File: config.mk
export PLATFORM = sky130hd
export DESIGN_NAME = mux_sel_rr_arbiter
export DESIGN_NICKNAME = d
export VERILOG_FILES = /design/src/rtl/mux_arb_pkg.sv /design/src/rtl/mux_sel_rr_arbiter_rr_pick.sv /design/src/rtl/mux_sel_rr_arbiter.sv
export SDC_FILE = /design/constraint.sdc
export NUM_CORES = 1
export LEC_CHECK = 0
export BUFFER_PORTS_ARGS = -buffer_cell sky130_fd_sc_hd__buf_2
export CORE_ASPECT_RATIO = 0.75
export CORE_MARGIN = 2
export CORE_UTILIZATION = 39
export DETAILED_ROUTE_END_ITERATION = 10
export PLACE_DENSITY = 0.59
export SLEW_MARGIN = 20
export SYNTH_ARGS = -nofsm -noshare
export SYNTH_HDL_FRONTEND = slang
export SYNTH_SLANG_ARGS = --single-unit
File: constraint.sdc
create_clock -name clk -period 7.15 [get_ports clk]
set_input_delay 1.0725 -clock clk [delete_from_list [all_inputs] [get_ports clk]]
set_output_delay 1.0725 -clock clk [all_outputs]
set_load 0.02 [all_outputs]
File: src/rtl/mux_arb_pkg.sv
// Shared types and constants for the 16-input round-robin mux-select arbiter.
// Optional grant timeout feature is enabled by defining MUX_ARB_TIMEOUT_EN.
package mux_arb_pkg;

  localparam int SEL_W = 4;
  localparam int N_REQ = 16;
  localparam int CNT_W = 5;

  typedef enum logic [1:0] {
    IDLE,
    GRANT,
    RELEASE
  } state_e;

endpackage

File: src/rtl/mux_sel_rr_arbiter_rr_pick.sv
// Round-robin picker: first set request bit searching upward from last+1.
// Purely combinational; wraps from the top index back to 0.
module rr_pick
  import mux_arb_pkg::*;
(
  input  logic [N_REQ-1:0] req_i,
  input  logic [SEL_W-1:0] last_i,
  output logic [SEL_W-1:0] idx_o,
  output logic             found_o
);

  logic [SEL_W-1:0] j;

  // Scan farthest offset first so the nearest hit overwrites; offset 16 is last itself.
  always_comb begin
    idx_o   = '0;
    found_o = 1'b0;
    j       = '0;
    for (int i = N_REQ; i >= 1; i--) begin
      j = last_i + SEL_W'(i);
      if (req_i[j]) begin
        idx_o   = j;
        found_o = 1'b1;
      end
    end
  end

endmodule

File: src/rtl/mux_sel_rr_arbiter.sv
// Round-robin arbiter driving the select of a 16:1 mux (IDLE/GRANT/RELEASE).
// Define MUX_ARB_TIMEOUT_EN to force release after TIMEOUT grant cycles.
module mux_sel_rr_arbiter #(
  parameter int N_REQ   = 16,
  parameter int TIMEOUT = 15
) (
  input  logic             clk,
  input  logic             rst_n,
  input  logic [N_REQ-1:0] req,
  input  logic             done,
  output logic [3:0]       s,
  output logic [N_REQ-1:0] gnt,
  output logic             gnt_valid,
  output logic             timeout
);

  import mux_arb_pkg::*;

  if (N_REQ != 16) begin : g_bad_n_req
    $error("mux_sel_rr_arbiter supports only N_REQ=16");
  end
  if (TIMEOUT < 1 || TIMEOUT >= (1 << CNT_W)) begin : g_bad_timeout
    $error("mux_sel_rr_arbiter TIMEOUT out of range");
  end

  state_e           state_q, state_d;
  logic [SEL_W-1:0] s_q, s_d;
  logic [SEL_W-1:0] last_q, last_d;
  logic [N_REQ-1:0] gnt_q, gnt_d;
  logic [SEL_W-1:0] pick;
  logic             found;
  logic             user_rel;
  logic             force_rel;

  rr_pick u_pick (
    .req_i   (req),
    .last_i  (last_q),
    .idx_o   (pick),
    .found_o (found)
  );

  assign user_rel = done | ~req[s_q];

`ifdef MUX_ARB_TIMEOUT_EN
  logic [CNT_W-1:0] cnt_q, cnt_d;
  logic             tmo_q, tmo_d;

  assign force_rel = (state_q == GRANT) &&
                     (cnt_q == CNT_W'(TIMEOUT - 1));

  always_comb begin
    cnt_d = cnt_q;
    tmo_d = 1'b0;
    if (state_q == IDLE) begin
      cnt_d = '0;
    end else if (state_q == GRANT) begin
      cnt_d = cnt_q + 1'b1;
    end
    if (force_rel && !user_rel) begin
      tmo_d = 1'b1;
    end
  end

  always_ff @(posedge clk or negedge rst_n) begin
    if (!rst_n) begin
      cnt_q <= '0;
      tmo_q <= 1'b0;
    end else begin
      cnt_q <= cnt_d;
      tmo_q <= tmo_d;
    end
  end

  assign timeout = tmo_q;
`else
  assign force_rel = 1'b0;
  assign timeout   = 1'b0;
`endif

  always_comb begin
    state_d = state_q;
    s_d     = s_q;
    last_d  = last_q;
    gnt_d   = gnt_q;
    unique case (state_q)
      IDLE: begin
        if (found) begin
          state_d     = GRANT;
          s_d         = pick;
          gnt_d       = '0;
          gnt_d[pick] = 1'b1;
        end
      end
      GRANT: begin
        if (user_rel || force_rel) begin
          state_d = RELEASE;
          gnt_d   = '0;
        end
      end
      RELEASE: begin
        state_d = IDLE;
        last_d  = s_q;
      end
      default: begin
        state_d = IDLE;
        gnt_d   = '0;
      end
    endcase
  end

  // last resets to 15 so index 0 wins the first arbitration.
  always_ff @(posedge clk or negedge rst_n) begin
    if (!rst_n) begin
      state_q <= IDLE;
      s_q     <= '0;
      last_q  <= '1;
      gnt_q   <= '0;
    end else begin
      state_q <= state_d;
      s_q     <= s_d;
      last_q  <= last_d;
      gnt_q   <= gnt_d;
    end
  end

  assign s         = s_q;
  assign gnt       = gnt_q;
  assign gnt_valid = (state_q == GRANT);

endmodule

==> reports/results.ini <==
[cts]
cts_tree=done
clockBufferDepth=2
htree_num_levels=1
clkSinkCount=26
cts.hold.buffers_added=0
post-cts-setup-buffers=0
clockRootBuffer=clkbuf_16
cts_resized=0
clk_pin_slew_worst_paths_ns=0.07
cts-buffers-inserted=3
clock_latency_ns=0.26

[logic_synthesis]
seq_area_frac_synth=0.169
synth_fp_nets=425
synthTopCellsByArea=mux4_2 (18%), dfrtp_1 (14%), mux2i_1 (9.8%)
ys.flop_type=dfrtp_1
async_reset_ff_frac=1.00
synth_top_cell_by_area=mux4_2
synth_area_um2=3890
synth-edff-count=0
synthCells=399
syn-mean-instance-area_um2=9.74
ys_types=80
ys_ff_latch=26
netlist.area_leader.share=0.180
yosysWarnings=0

[timing]
rsz0062_at_grt=no
worstMarginPinSlew_ns=0.921
fin_skew_ns=0.00433
relSlewSlack=0.386
tns_ns=0
finalSetupViolCount=0
fmax_mhz=176
fin_crit_ns=5.70
fin_crit_sh=0.797
fin_ws_ns=1.45
finalHoldViolCount=0
hold_slack_ns=0.474
maxSlewViolCount=0

[floorplan]
die_x_um=119
num_io_pins=41
dieHeight_um=90.5
start_util=0.402
placementRows=31
fp.dieArea_um2=10800
core_um2=9660

[global_route]
grt_max_degree=39
grt_usage=0.222
antenna_found_initial=0
gr-total-overflow=0
grt_first_pass_wirelength_mm=19.1
grt_pass1_vias=3408

[placed_design]
dp_slack_ns=1.54
hpwl_mm=8.68
place.gp.congestion=0.993
port_buffers=39

[worst_setup_path]
r2r_end=gnt[7]
cp.required_ns=7.30
worstSetupStartpoint=last_q[1]
r2r_cells=11
crit_slowest_cell=dfstp_2
crit_path_end=gnt[7]
worstSetupPathType=register to register
reg2reg_slack_ns=1.45
critPathBufInv=2
crit_chain=clkinv_1 -> ha_1 -> mux4_2 -> mux2_2 -> nor4bb_1 -> o211ai_1 -> nor4_1 -> or3_1 -> inv_1 -> and4_1 -> a32o_1
max_stage_delay_ns=1.03
crit_family=simple AND/OR/NAND/NOR gates
r2r_start=last_q[1]
path_depth=11
start_kind=register
crit_arrival_ns=5.84
worstSetupEndpointType=register
critPathMaxFanout=32

[detailed_routing]
wl_per_cell_um=21.3
drc=0
dr.pass1.iters=5
vias=3595
drt-initial-drc-count=347
antenna_left=0
via_per_inst=6.58
wirelength_mm=11.6

[finish]
mostFrequentLayoutCell=buf_2
final_layout_size_suffix_gt1_frac=0.266
insertedDiodeCount=0
final_nets=441
syn2layout_area_growth_pct=7.76
layout_common_cells=buf_2 (39), mux2i_1 (38), nand2_1 (38)

[status]
outcome=finished clean

[job]
cap_violations=0

[min_path]
hold_path.class=register to register

-- state kept, by name, summed over array words and instances (netlist names) --
name / flops
gnt: 16
last_q: 4
s: 4
state_q: 2
-- logic make-up (layout without fill, tap and decap cells) --
logic type,after synthesis,in the layout,share of synthesized area
adder cells (fa/ha/maj),7,7,0.0225
XOR/XNOR,14,14,0.0335
other,1,1,0.000965
multiplexers,89,89,0.354
AND/OR/NAND/NOR,101,101,0.130
AO/OA/AOI/OAI,118,118,0.232
buffers and inverters,43,58,0.0576
flip-flops,26,26,0.169
-- metal layers --
layer / global-route usage / routed length (um) / vias up
li1: - / - / 1618
met1: 0.337 / 5400 / 1765
met2: 0.317 / 4920 / 200
met3: 0.0562 / 1150 / 12
met4: 0.0476 / 180 / 0
met5: 0 / 0 / -
-- cell usage after synthesis, types with 3 or more instances --
cell type  instances
mux4_2            31
clkbuf_1          10
a31oi_1            4
nor2b_1           10
buf_1              3
dfstp_2            4
and3_1             3
a32o_1            12
o31a_1             3
buf_4              6
xnor2_1            6
a211oi_1           6
nor3_1             4
nand2_1           38
o2111ai_1          3
mux2i_1           38
ha_1               7
o31ai_1            8
o21ai_0           19
and2_1             4
xor2_1             7
dfrtp_1           22
inv_1             12
nor2_1            17
buf_2              6
a22oi_1            6
o211ai_1           6
nor3b_1            3
o22ai_1            6
mux2_2            15
nand3_1            6
mux4_1             4
a21oi_1           11
-- tightest hold or removal path, cell delays in order (launching register included) --
cell     delay (ns)
dfrtp_1        0.34
nand2_1        0.05
o31ai_1        0.05
-- layout make-up --
| cell class | count | area, um2 |
|---|---|---|
| fillers | 932 | 5470 |
| multi-input cells | 330 | 3010 |
| flip-flops and latches | 26 | 656 |
| repair buffers | 40 | 203 |
| well taps | 132 | 165 |
| clock buffers | 3 | 75.1 |
| inverters | 14 | 52.6 |
| clock inverters | 1 | 30.0 |
-- how the worst min path moves through the flow --
stage	startpoint	endpoint	slack, ns	cells after the start
6_report	gnt[10]	gnt[10]	0.47	2
2_1_floorplan	gnt[10]	gnt[10]	0.58	2
4_1_cts	gnt[10]	gnt[10]	0.48	2
3_5_place_dp	gnt[10]	gnt[10]	0.47	2
3_3_place_gp	gnt[2]	gnt[2]	0.46	2
5_1_grt	gnt[13]	gnt[13]	0.51	1
-- per-stage QoR --
step | utilization | instances | area [um2]
2_1_floorplan | - | 399 | 3890
3_3_place_gp | 0.423 | 542 | 4080
3_5_place_dp | 0.423 | 542 | 4080
4_1_cts | 0.434 | 546 | 4190
5_1_grt | 0.434 | 546 | 4190
6_report | 0.434 | 546 | 4190
Power is not shown: default switching activity piles up to over one toggle a cycle in this logic, so the estimate is an artifact.
